==> config.mk <==
export PLATFORM = sky130hd
export DESIGN_NAME = fetch_unit
export DESIGN_NICKNAME = d
export VERILOG_FILES = /design/src/rtl/core_pkg.sv /design/src/rtl/fetch_hold_buf.sv /design/src/rtl/fetch_unit.sv
export SDC_FILE = /design/constraint.sdc
export NUM_CORES = 1
export LEC_CHECK = 0
export ABC_AREA = 0
export BUFFER_PORTS_ARGS = -buffer_cell sky130_fd_sc_hd__buf_2
export CAP_MARGIN = 15
export CORE_UTILIZATION = 45
export CTS_BUF_LIST = sky130_fd_sc_hd__clkbuf_4 sky130_fd_sc_hd__clkbuf_8
export DETAILED_ROUTE_END_ITERATION = 8
export PLACE_DENSITY = 0.79
export RECOVER_POWER = 25
export SYNTH_ARGS = -nofsm -noshare
export SYNTH_HDL_FRONTEND = slang
export SYNTH_HIERARCHICAL = 1
export SYNTH_SLANG_ARGS = --single-unit
==> constraint.sdc <==
create_clock -name i_clk -period 3.57 [get_ports i_clk]
set_input_delay 0.714 -clock i_clk [delete_from_list [all_inputs] [get_ports i_clk]]
set_output_delay 0.714 -clock i_clk [all_outputs]
set_load 0.02 [all_outputs]
==> src/rtl/core_pkg.sv <==
// Shared core-wide constants and types for the fetch stage.
// Module parameters default to these values so that a single edit retargets the core.
package core_pkg;

    localparam int unsigned CORE_XLEN      = 32;
    localparam logic [31:0] CORE_RESET_VEC = 32'h0000_0000;
    localparam int unsigned CORE_PC_INC    = 4;
    localparam logic [31:0] CORE_NOP_INST  = 32'h0000_0013;

    // What the fetch state does on the coming edge, already priority-resolved.
    typedef enum logic [1:0] {
        ACT_ADVANCE  = 2'd0,
        ACT_STALL    = 2'd1,
        ACT_REDIRECT = 2'd2,
        ACT_RESET    = 2'd3
    } fetch_act_e;

endpackage

==> src/rtl/fetch_hold_buf.sv <==
// One-entry hold buffer for the IF/ID view.
// It captures memory read data on the first stalled edge and keeps it until the stall ends.
module fetch_hold_buf
    import core_pkg::*;
#(
    parameter int unsigned XLEN = CORE_XLEN
) (
    input  logic            i_clk,
    input  logic            i_rst,
    input  logic            i_capture,
    input  logic            i_clear,
    input  logic [XLEN-1:0] i_rdata,
    output logic [XLEN-1:0] o_inst_cur
);

    logic            hold_vld_q;
    logic [XLEN-1:0] hold_inst_q;

    always_ff @(posedge i_clk) begin
        if (i_rst) begin
            hold_vld_q  <= 1'b0;
            hold_inst_q <= '0;
        end else if (i_clear) begin
            hold_vld_q  <= 1'b0;
        end else if (i_capture && !hold_vld_q) begin
            // Memory output is only trustworthy on the first stalled cycle.
            hold_vld_q  <= 1'b1;
            hold_inst_q <= i_rdata;
        end
    end

    assign o_inst_cur = hold_vld_q ? hold_inst_q : i_rdata;

endmodule

==> src/rtl/fetch_unit.sv <==
// Instruction-fetch stage: owns the fetch PC, drives a 1-cycle synchronous imem,
// and presents {pc, inc_pc, inst, valid} to decode with stall hold and redirect flush.
module fetch_unit
    import core_pkg::*;
#(
    parameter int unsigned     XLEN      = CORE_XLEN,
    parameter logic [XLEN-1:0] RESET_VEC = XLEN'(CORE_RESET_VEC),
    parameter int unsigned     PC_INC    = CORE_PC_INC,
    parameter logic [XLEN-1:0] NOP_INST  = XLEN'(CORE_NOP_INST)
) (
    input  logic            i_clk,
    input  logic            i_rst,
    input  logic            i_stall,
    input  logic            i_redirect,
    input  logic [XLEN-1:0] i_redirect_pc,
    output logic [XLEN-1:0] o_imem_addr,
    output logic            o_imem_en,
    input  logic [XLEN-1:0] i_imem_rdata,
    output logic [XLEN-1:0] o_pc,
    output logic [XLEN-1:0] o_inc_pc,
    output logic [XLEN-1:0] o_inst,
    output logic            o_valid,
    output logic            o_misalign_err
);

    logic [XLEN-1:0] pc_q;
    logic [XLEN-1:0] rsp_pc_q;
    logic            rsp_vld_q;
    logic            err_q;
    logic [XLEN-1:0] inst_cur;
    fetch_act_e      act;

    always_comb begin
        act = ACT_ADVANCE;
        if (i_rst) begin
            act = ACT_RESET;
        end else if (i_redirect) begin
            act = ACT_REDIRECT;
        end else if (i_stall) begin
            act = ACT_STALL;
        end
    end

    always_ff @(posedge i_clk) begin
        case (act)
            ACT_RESET: begin
                pc_q      <= RESET_VEC;
                rsp_pc_q  <= RESET_VEC;
                rsp_vld_q <= 1'b0;
                err_q     <= 1'b0;
            end
            ACT_REDIRECT: begin
                // Low bits are dropped so fetch stays word aligned; the error is latched.
                pc_q      <= {i_redirect_pc[XLEN-1:2], 2'b00};
                rsp_vld_q <= 1'b0;
                err_q     <= err_q | (|i_redirect_pc[1:0]);
            end
            ACT_STALL: begin
            end
            default: begin
                rsp_pc_q  <= pc_q;
                rsp_vld_q <= 1'b1;
                pc_q      <= pc_q + XLEN'(PC_INC);
            end
        endcase
    end

    fetch_hold_buf #(
        .XLEN(XLEN)
    ) u_hold_buf (
        .i_clk      (i_clk),
        .i_rst      (i_rst),
        .i_capture  (act == ACT_STALL),
        .i_clear    ((act == ACT_ADVANCE) || (act == ACT_REDIRECT)),
        .i_rdata    (i_imem_rdata),
        .o_inst_cur (inst_cur)
    );

    assign o_imem_addr    = pc_q;
    assign o_imem_en      = ~i_stall | i_redirect;
    assign o_pc           = rsp_pc_q;
    assign o_inc_pc       = rsp_pc_q + XLEN'(PC_INC);
    assign o_valid        = rsp_vld_q;
    assign o_inst         = rsp_vld_q ? inst_cur : NOP_INST;
    assign o_misalign_err = err_q;

endmodule

# Word level (Yosys, flattened, before mapping)
# Index checks and enable logic that the tools add are counted.
dict set report word_totals {
  regBits 99
  out_inout_bits 131
  wordCells 34
}
dict set report op_classes {
  add_sub_neg 2
  eq_ne 3
  n_mux 9
  bitwise_logic 4
  n_reduce_logical 10
}
# operator count
set ops {}
lappend ops {{32-bit one-hot mux with 3 select lines} 1}
lappend ops {{32-bit by 3-bit adder with 32-bit output, second input constant} 2}
lappend ops {{32-bit 2-to-1 mux} 2}
lappend ops {{32-bit one-hot mux with 2 select lines} 1}
lappend ops {{2-bit OR reduction} 4}
lappend ops {{2-bit == test, second input constant} 2}
lappend ops {{2-bit 2-to-1 mux} 2}
lappend ops {{1-bit one-hot mux with 2 select lines} 2}
lappend ops {{2-bit by 1-bit == test with 1-bit output, second input constant} 1}
lappend ops {{2-bit logical NOT} 1}
lappend ops {{1-bit inverter} 2}
lappend ops {{1-bit OR} 2}
lappend ops {{2-bit AND reduction} 1}
lappend ops {{2-bit nonzero test} 1}
lappend ops {{1-bit logical AND} 1}
lappend ops {{1-bit logical NOT} 1}
lappend ops {{1-bit logical OR} 1}
lappend ops {{1-bit 2-to-1 mux} 1}

# Longest topological paths before layout
# Gate-level depths: netlist of the first run.
dict set report depth {
  depth_word 7
  mapped_depth 9
  depth_no_buf 7
}

# Hierarchy
# The synthesis of the first run kept the hierarchy.
# module n_inst cells_per_inst area_per_inst_um2 seq_area_each_um2
set by_module_without_submodules {}
lappend by_module_without_submodules {fetch_unit 1 411 3992.6 1861.8}
lappend by_module_without_submodules {fetch_hold_buf 1 179 1888.1 660.6}

# Worst setup path before layout of the first run
# Ideal clock, no wire load.
dict set report synth_timing {
  kind {input port to flip-flop}
  startpoint {input i_rst}
  endpoint {register rsp_pc_q[10] (netlist: o_pc[10]) (enable)}
  setup_time_ns 0.385
  t_arrival_ns 2.575
  t_required_ns 3.185
  setup_slack_ns 0.611
  path_stages 6
  path_cell_list {or2_2 > clkbuf_1 > clkbuf_1 > clkbuf_1 > ha_1 > inv_1}
}
dict set report synth_between {
  elab_chain_len 3
  word_cells_on_any_way 4
  classes_between {eq/ne (2); mux (1); reduce/logical (1)}
}
# item line_no
set synth_lines {}
lappend synth_lines {{start: declaration} fetch_unit.sv:12} ;# input logic i_rst,
lappend synth_lines {{2-bit 2-to-1 mux (*)} fetch_unit.sv:35} ;# if (i_rst) begin
lappend synth_lines {{2-bit == test or 2-bit by 1-bit == test with 1-bit output (tied branches)} fetch_unit.sv:45} ;# case (act)
lappend synth_lines {{2-bit OR reduction (no line) (*)} --}
lappend synth_lines {{end signal: assignment} fetch_unit.sv:61} ;# rsp_pc_q <= pc_q;
lappend synth_lines {{end: declaration} fetch_unit.sv:27} ;# logic [XLEN-1:0] rsp_pc_q;
# Every way passes the cells marked *; elsewhere a longest branch is shown, timed or not.
# A chain may end at the register's enable or synchronous reset.

# Worst setup path after layout of the first run
dict set report layout_timing {
  startpoint {register rsp_pc_q[5] (netlist: o_pc[5])}
  endpoint {output o_inc_pc[15]}
}
dict set report layout_between {
  elab_chain_len 1
}
# item line_no
set layout_lines {}
lappend layout_lines {{32-bit by 3-bit adder with 32-bit output} fetch_unit.sv:82} ;# assign o_inc_pc = rsp_pc_q + XLEN'(PC_INC);
lappend layout_lines {{end: declaration} fetch_unit.sv:20} ;# output logic [XLEN-1:0] o_inc_pc,
# No other way between the ends.

==> results of run 1 <==
==> final cells by class <==
class | instances | share of cell area
antenna | 1 | 0.000357
clock buffer | 10 | 0.0187
clock inverter | 6 | 0.00982
tap | 172 | 0.0307
sequential | 95 | 0.360
inverter | 7 | 0.00375
timing repair buffer | 202 | 0.136
multi-input combinational | 447 | 0.441
==> tightest hold or removal path: stages, from the launching register on <==
cell	delay (ns)
dfxtp_1	0.32
nand2b_1	0.06
mux2i_1	0.05
==> metrics by stage <==
stage,setup slack [ns],util,instances,total power [mW]
2_1_floorplan,0.611,-,595,1.86
3_3_place_gp,0.885,0.544,923,2.09
3_5_place_dp,0.825,0.544,923,2.11
4_1_cts,0.416,0.560,939,2.83
5_1_grt,0.237,0.553,939,2.93
6_report,0.440,0.553,940,2.79
==> layer usage <==
metal	vias up	global-route usage	share of wire
met5	-	0	0.00095
met4	2	0.0684	0.017
met3	22	0.0576	0.075
met2	181	0.338	0.47
met1	2269	0.253	0.44
li1	2436	-	-
==> Yosys cell counts (17+ instances only) <==
cell,number,area share
dfxtp_1,33,0.11
xor2_1,17,0.025
and2_1,33,0.035
nand2_1,22,0.014
nand2b_1,69,0.073
nand3_1,62,0.053
mux2i_1,32,0.054
nand4_1,22,0.023
nor2b_1,29,0.031
edfxtp_1,62,0.32
clkbuf_1,26,0.017
xnor2_1,24,0.036
mux2_2,32,0.061
==> state kept, by name, summed over array words and instances, names as in the netlist <==
signal and count:
o_imem_addr 30, o_misalign_err 1, o_pc 30, o_valid 1
u_hold_buf/hold_inst_q 32, u_hold_buf/hold_vld_q 1
==> layout by cell type, fill, tap and decap left out, types with 3 or more instances in the layout <==
cell	Yosys	layout
buf_2	5	129
nand2b_1	69	69
clkbuf_1	26	65
nand3_1	62	62
edfxtp_1	62	62
and2_1	33	33
dfxtp_1	33	33
mux2_2	32	32
mux2i_1	32	32
nor2b_1	29	29
xnor2_1	24	24
nand4_1	22	22
nand2_1	22	22
xor2_1	17	17
o21ai_0	15	15
o211ai_1	11	11
nor2_1	11	11
and3_1	9	9
clkbuf_8	0	9
or4_1	8	8
nor3_1	8	8
buf_4	6	8
inv_1	7	7
and4_1	7	7
nor4_1	6	6
conb_1	1	6
ha_1	5	5
or4b_1	4	4
o311ai_0	3	3
or3_1	3	3
a31oi_1	3	3
==> worst max path at each step <==
stage / startpoint / end / slack (ns) / cells after the start
after floorplan: i_rst / o_pc[10]$_SDFFCE_PN0N_ / 0.61 / 6
final: o_pc[5]$_SDFFCE_PN0N_ / o_inc_pc[15] / 0.44 / 5
after global routing: o_pc[5]$_SDFFCE_PN0N_ / o_inc_pc[19] / 0.24 / 5
after CTS: o_pc[5]$_SDFFCE_PN0N_ / o_inc_pc[15] / 0.42 / 5
after detailed placement: o_pc[5]$_SDFFCE_PN0N_ / o_inc_pc[15] / 0.82 / 5
after global placement: i_rst / u_hold_buf/hold_inst_q[5]$_SDFFE_PP0P_ / 0.89 / 8
==> logic make-up (layout without fill, tap and decap cells) <==
family | count (synthesis) | after routing
adders and majority gates | 5 | 5
muxes | 64 | 64
AOI/OAI and AO/OA | 34 | 34
DFF | 95 | 95
and+or+nand+nor | 297 | 297
buffers and inverters | 53 | 225
xor gates and xnor gates | 41 | 41
other | 1 | 7
==> power by group <==
part / switching [mW] / internal, mW
logic: 0.393 / 0.237
registers: 0.142 / 1.29
clock network: 0.395 / 0.337
total: 0.930 / 1.86
==> metrics.cfg, run 1 <==
[critical_path]
crit_buf_inv=1
slowest_stage=nor3_1
ff2ff_path_depth=4
crit_chain=nand4_1 -> nor3_1 -> and3_1 -> xor2_1 -> buf_2
cp_data_arrival_time_ns=2.42
path_max_fanout=7
setup.worst_path.start_class=flip-flop
cpPeakStageDelay_ns=0.73
reg2reg_from=o_imem_addr[10]$_DFFE_PN_
ff2ff_setup_slack_ns=1.29
endpoint_kind=output pin
r2r_end=o_imem_addr[29]$_DFFE_PN_
path_class=flip-flop to output pin
worstPathRequired_ns=2.86
crit_family=simple AND/OR/NAND/NOR gates

[clock_tree]
post-cts-setup-buffers=0
htreeDepth=3
cts-buffers-inserted=9
cts-root-buf=clkbuf_8
clk_pin_slew_ns=0.09
cts_tree=built
clk_latency_ns=0.37
cts_hold_buf=0
cts_max_path_buffers=2
cts.sinks=95
post_cts_resized=0

[sta]
holdWs_ns=0.473
rsz0062_at_grt=false
slew_headroom=0.213
post-route-period-util=0.877
hold_viol=0
report.final.slew_viol_count=0
fin_crit_ns=3.13
fmax_ghz=0.319
setup_viol_count_final=0
tightestPinTransition_ns=1.18
finalSetupTns_ns=0
finalClockSkew_ns=0.0127

[layout]
multi_input_area_um2=3090
syn_to_final_growth_pct=19.2
seq_area_um2=2520
fin_nets=835
drive_gt1_frac=0.245
fillCellCount=1195
finalInstanceArea_um2=7010

[floorplanning]
die_w_um=116
ios=199
die_h_um=116
core_um2=12700
initial_utilization=0.464
num_rows=41
dieArea_um2=13500

[placed_design]
numPortBuffers=192
globalplace.congestion=0.797
place_area_um2=6890
dpl.hpwl_um=9750

[global_route]
grt_pass1_vias=4317
grt_max_degree=67
antenna_found_initial=2
gr-total-overflow=0
grt_pass1_wl_um=21400
grt_use_total=0.203

[logic_synthesis]
synthXorXnorAreaFrac=0.0611
synth_top_family_by_area=simple AND/OR/NAND/NOR gates
synth_area_per_cell_um2=9.97
synthMuxAreaShare=0.116
syn_inst=590
synth-compound-area-share=0.0368
ys_seq_elements=95
synthFlopType=edfxtp_1
synth_fa_ha_area_frac=0.0106
yosys.area_share.simple=0.297
ys_warn_count=6
yosysSeqAreaShare=0.429
async_flop_share=0
syn_area_um2=5880
synth_edf_count=62
synth.distinct_cells=39

[drt]
avgRoutedWirePerCell_um=14.5
drcViolationCount=0
wl_um=13600
ant_nets=0
routed_via_density=5.22
vias=4910
dr.pass1.iters=4
drtIter0Drc=218

[pwr]
ir_drop_v=0.000182
powerDensity_nw_per_um2=398
p_leak_nw=2.70

[hold_path]
min_from=u_hold_buf/hold_inst_q[9]$_SDFFE_PP0P_
worstHoldPathCells=2
min_to=u_hold_buf/hold_inst_q[9]$_SDFFE_PP0P_
hold_class=flip-flop to flip-flop

[outcome]
outcome=finished, final reports clean

[job]
drv_cap=0

(Power assumes the default switching activity.)
==> inputs of run 2 (changes only) <==
--- a/config.mk
+++ b/config.mk
@@ -5,13 +5,13 @@
 export SDC_FILE = /design/constraint.sdc
 export NUM_CORES = 1
 export LEC_CHECK = 0
-export ABC_AREA = 0
+export ABC_AREA = 1
 export BUFFER_PORTS_ARGS = -buffer_cell sky130_fd_sc_hd__buf_2
 export CAP_MARGIN = 15
 export CORE_UTILIZATION = 45
 export CTS_BUF_LIST = sky130_fd_sc_hd__clkbuf_4 sky130_fd_sc_hd__clkbuf_8
 export DETAILED_ROUTE_END_ITERATION = 8
-export PLACE_DENSITY = 0.79
+export PLACE_DENSITY = 0.78
 export RECOVER_POWER = 25
 export SYNTH_ARGS = -nofsm -noshare
 export SYNTH_HDL_FRONTEND = slang
==> run 2 against run 1 <==
Net effect: cell area rose by 6.9%; area after synthesis grew 7.8%; register-to-register slack improved by 0.45 ns; worst hold slack improved by 0.040 ns; sequential power is essentially flat; total power decreased by 1.1%; wire length grew 22%; first-iteration DRC count grew 120%; critical path type unchanged; largest cell class unchanged; largest power group unchanged.
==> metrics.cfg, run 2 <==
[layout]
final_cells=1332
finalInstanceArea_um2=7490
regMostFlops=u_hold_buf/hold_inst_q
syn_to_final_growth_pct=18.2
final_cell_mix=319 x nand2_1, 189 x inv_1, 134 x buf_2
fin_nets=1220
drive_gt1_frac=0.158
diodes=0
mostFrequentLayoutCell=nand2_1
largest_reg_flops=32
final_core_utilization=0.542

[global_route]
grt_pass1_wl_um=26700
gr-total-overflow=0
use_met1=0.318
busiest_layer=met2
grt_max_degree=41
grt_pass1_vias=5603
use_met2=0.365
grt_use_met3=0.0373
grt_use_total=0.229
antenna_found_initial=0

[placed_design]
numPortBuffers=192
place_ws_ns=0.786
dp_cells=1316
globalplace.congestion=0.912
dpl.hpwl_um=12700
place_area_um2=7400

[critical_path]
path_class=flip-flop to output pin
crit_end=o_inc_pc[18]
worstPathRequired_ns=2.86
setup.worst_path.start_class=flip-flop
path_max_fanout=5
ff2ff_path_depth=8
ff2ff_setup_slack_ns=1.74
endpoint_kind=output pin
r2r_end=o_imem_addr[30]$_DFFE_PN_
cp_data_arrival_time_ns=2.01
crit_start=o_pc[2]$_SDFFCE_PN0N_
reg2reg_from=o_imem_addr[3]$_DFFE_PN_

[pwr]
powerDensity_nw_per_um2=368
ir_drop_v=0.000165
p_leak_nw=3.76

[clock_tree]
post_cts_resized=0
cts_hold_buf=0
clk_pin_slew_ns=0.10
cts-buffers-inserted=9
cts_max_path_buffers=2
cts-root-buf=clkbuf_8
post-cts-setup-buffers=0
htreeDepth=3
clk_latency_ns=0.36
cts_tree=built
cts.sinks=95

[drt]
ant_nets=0
vias=6236
avgRoutedWirePerCell_um=12.5
wl_um=16600
drtIter0Drc=471
dr.pass1.iters=5
drcViolationCount=0
routed_via_density=4.68

[sta]
setup_viol_count_final=0
slew_headroom=0.198
rsz0062_at_grt=false
hold_viol=0
report.final.slew_viol_count=0
fin_crit_ns=2.73
finalSetupTns_ns=0
finalClockSkew_ns=0.00963
fmax_ghz=0.367
post-route-period-util=0.764
tightestPinTransition_ns=1.20
fin_ws_ns=0.843

[hold_path]
min_from=u_hold_buf/hold_inst_q[3]$_SDFFE_PP0P_
hold_class=flip-flop to flip-flop

[logic_synthesis]
syn_area_um2=6340
ys_seq_elements=95
synth_area_per_cell_um2=6.55
async_flop_share=0
synth_edf_count=62
yosysTopAreaCell=edfxtp_1
synth_top_area_frac=0.294
synth_area_leaders=edfxtp_1 29%, nand2_1 19%, inv_1 11%
ys_top_cells_by_count=319 x nand2_1, 189 x inv_1, 127 x nor2_1
yosysMostFrequentCell=nand2_1
ys_warn_count=6
syn_inst=968
yosysSeqAreaShare=0.398
synth.distinct_cells=32
synthFlopType=edfxtp_1

[floorplanning]
core_um2=13800
die_h_um=121
num_rows=43
ios=199
dieArea_um2=14600
die_w_um=121
initial_utilization=0.458

[outcome]
outcome=finished, final reports clean

[job]
drv_cap=0

==> run 2: cell count changes in the layout (fill, tap and decap cells not counted), sizes merged, moves of 21 or more <==
| cell | before | now |
|---|---|---|
| mux2i | 32 | 0 |
| nor2b | 29 | 0 |
| nand2 | 22 | 325 |
| nor2 | 11 | 139 |
| inv | 9 | 191 |
| o21ai | 15 | 50 |
| nand4 | 23 | 2 |
| mux2 | 32 | 0 |
| nand2b | 69 | 0 |
| and2 | 33 | 0 |
==> run 2: cell type report <==
cell class	count	area, µm²
Fill cell	1439	6330
Multi-Input combinational cell	650	2910
Sequential cell	95	2520
Timing Repair Buffer	200	945
Inverter	191	717
Tap cell	180	225
Clock buffer	10	131
Clock inverter	6	37.5
==> run 2: through the flow <==
stage	power [mW]	hold slack, ns
finish	2.76	0.512
detailed placement	2.17	0.496
floorplan	1.89	0.486
global placement	2.16	0.496
CTS	2.79	0.514
global route	2.91	0.538
==> run 2: worst min-delay path by stage <==
stage,slack (ns),endpoint,depth (start not counted)
final,0.51,u_hold_buf/hold_inst_q[3]$_SDFFE_PP0P_,4
after detailed placement,0.50,u_hold_buf/hold_inst_q[3]$_SDFFE_PP0P_,4
after floorplan,0.49,u_hold_buf/hold_inst_q[0]$_SDFFE_PP0P_,4
after CTS,0.51,u_hold_buf/hold_inst_q[3]$_SDFFE_PP0P_,4
after global placement,0.50,u_hold_buf/hold_inst_q[24]$_SDFFE_PP0P_,4
after global routing,0.54,u_hold_buf/hold_inst_q[16]$_SDFFE_PP0P_,4
==> run 2: logic make-up after synthesis <==
kind of cell,share of synthesized area
other,0.000592
adder cells (fa/ha/maj),0.00987
buffers and inverters,0.145
AO/OA/AOI/OAI,0.0497
AND/OR/NAND/NOR,0.368
XOR/XNOR,0.0290
flip-flops,0.398
==> run 2: critical path, stage by stage (launching register included) <==
cell	delay (ns)
edfxtp_1	0.46
ha_1	0.28
nand3_4	0.14
nor3_4	0.26
nand2_4	0.09
nor2_4	0.11
xor2_1	0.14
buf_2	0.17
==> run 2: report_power, final <==
group	internal, mW	leakage, nW	total [mW]	switching, mW
sequential	1.29	0.944	1.41	0.122
clock	0.257	0.0809	0.636	0.379
combinational	0.212	2.74	0.712	0.500
==> run 2: metal layers <==
metal,share of wire,up-vias
li1,-,3284
met1,0.47,2717
met2,0.45,210
met3,0.058,25
met4,0.021,0
met5,0,-
==> inputs of run 3 (changes only) <==
--- a/config.mk
+++ b/config.mk
@@ -11,7 +11,7 @@
 export CORE_UTILIZATION = 45
 export CTS_BUF_LIST = sky130_fd_sc_hd__clkbuf_4 sky130_fd_sc_hd__clkbuf_8
 export DETAILED_ROUTE_END_ITERATION = 8
-export PLACE_DENSITY = 0.78
+export PLACE_DENSITY = 0.81
 export RECOVER_POWER = 25
 export SYNTH_ARGS = -nofsm -noshare
 export SYNTH_HDL_FRONTEND = slang
==> constraint.sdc (replaced) <==
create_clock -name i_clk -period 2.4 [get_ports i_clk]
set_input_delay 0.48 -clock i_clk [delete_from_list [all_inputs] [get_ports i_clk]]
set_output_delay 0.48 -clock i_clk [all_outputs]
set_load 0.02 [all_outputs]
==> run 3 against run 2 <==
Net effect: non-clock buffer count up 13; final cell count up 1.1%; wire length up 2.0%; count of clock-buffer cells in the layout up 2; clock power up 64%; sequential share of layout area down 0.97 points; largest cell class unchanged; largest power group unchanged.
==> metrics.cfg, run 3 (synthesis results as in run 2) <==
[outcome]
outcome=finished, final reports clean

[critical_path]
crit_chain=nand3_1 -> nor3_2 -> nand2_1 -> xor2_1 -> buf_2
crit_buf_inv=1
slowest_stage=edfxtp_1
cp_data_arrival_time_ns=1.85
cpPeakStageDelay_ns=0.50
setup.worst_path.start_class=flip-flop
path_max_fanout=6
worstPathRequired_ns=1.92
endpoint_kind=output pin
crit_family=simple AND/OR/NAND/NOR gates
path_class=flip-flop to output pin

[drt]
drtIter0Drc=514
wl_um=17000
routed_via_density=4.79
avgRoutedWirePerCell_um=12.6
vias=6441
dr.pass1.iters=6
drcViolationCount=0
ant_nets=0

[sta]
finalClockSkew_ns=0.0140
setup_viol_count_final=0
fin_ws_ns=0.0741
fin_crit_ns=2.33
tightestPinTransition_ns=1.02
report.final.slew_viol_count=0
rsz0062_at_grt=true
post-route-period-util=0.969
holdWs_ns=0.372
hold_viol=0
slew_headroom=0.317
fmax_ghz=0.430
finalSetupTns_ns=0

[global_route]
grt_use_total=0.227
antenna_found_initial=1
grt_max_degree=67
grt_pass1_wl_um=26100
gr-total-overflow=0
grt_pass1_vias=5457

[clock_tree]
clk_pin_slew_ns=0.08
cts.sinks=95
clk_latency_ns=0.37
cts_tree=built
cts-buffers-inserted=9
htreeDepth=3
cts_hold_buf=0
cts-root-buf=clkbuf_8
cts_max_path_buffers=2

[floorplanning]
die_w_um=121
num_rows=43
ios=199
core_um2=13800
die_h_um=121
initial_utilization=0.458
dieArea_um2=14600

[placed_design]
dp_cells=1320
place_ws_ns=0.308
numPortBuffers=192
globalplace.congestion=0.917
dpl.hpwl_um=12800

[pwr]
power_mw=4.26
p_int_mw=2.76
powerDensity_nw_per_um2=552
p_clk_frac=0.244
seq_power_share=0.490
sw_frac_of_total=0.353
switchingPower_mw=1.51
p_leak_nw=4.04
ir_drop_v=0.000254
combPwrFrac=0.266

[layout]
drive_gt1_frac=0.214
final_cells=1346
final_cell_mix=319 x nand2_1, 190 x inv_1, 186 x buf_2
regMostFlops=u_hold_buf/hold_inst_q
syn_to_final_growth_pct=21.7
mostFrequentLayoutCell=nand2_1
fin_nets=1233
largest_reg_flops=32

[hold_path]
hold_class=primary input to flip-flop

[job]
drv_cap=0

==> run 3: changes by cell type in the layout (fill, tap and decap cells not counted), moves of 2 or more <==
cell and delta:
buf_4 +7, clkinv_1 -2, clkbuf_1 -51, clkbuf_2 +2, clkbuf_8 +3, buf_12 +3
buf_2 +52
==> run 3: final timing paths <==
kind              slack [ns]                                     from                                      end  depth (start not counted)
setup / recovery        0.07                    o_pc[4]$_SDFFCE_PN0N_                             o_inc_pc[25]                          5
hold / removal          0.37                                    i_rst       u_hold_buf/hold_vld_q$_SDFFE_PP0P_                          2
setup reg to reg        0.62                 o_imem_addr[3]$_DFFE_PN_                o_imem_addr[26]$_DFFE_PN_                          8
hold reg to reg         0.51  u_hold_buf/hold_inst_q[23]$_SDFFE_PP0P_  u_hold_buf/hold_inst_q[23]$_SDFFE_PP0P_                          4
==> run 3: final cells by class <==
class / count / area [µm²]
Sequential cell: 95 / 2520
Tap cell: 180 / 225
Fill cell: 1378 / 6110
Antenna cell: 1 / 2.50
Clock buffer: 12 / 165
Timing Repair Buffer: 213 / 1140
Inverter: 191 / 717
Clock inverter: 4 / 27.5
Multi-Input combinational cell: 650 / 2920
==> run 3: through the flow <==
step,cell area (µm²),util
6_report,7720,0.558
5_1_grt,7720,0.558
4_1_cts,7700,0.557
3_5_place_dp,7480,0.541
3_3_place_gp,7480,0.541
2_1_floorplan,6360,-
==> run 3: repair_timing <==
action | 4_1_cts | 5_1_grt
resized for setup | 1 | 1
setup buffers | 3 | 6
endpoints found under the hold margin | 0 | 0
setup endpoints to repair | 4 | 10
pin swaps | 1 | 1
==> run 3: layer usage <==
metal / up-vias / global-route usage / wire [µm]
met5: - / 0 / 0
met4: 0 / 0.104 / 422
met3: 32 / 0.0283 / 954
met2: 229 / 0.366 / 8010
met1: 2876 / 0.305 / 7570
li1: 3304 / - / -
==> run 3: power groups by stage <==
stage	clock network, mW	registers [mW]	logic (mW)
floorplan	0	2.23	0.585
finish	1.04	2.09	1.13
global placement	0	2.12	1.10
global route	1.12	2.11	1.24
CTS	1.06	2.09	1.12
detailed placement	0	2.13	1.11
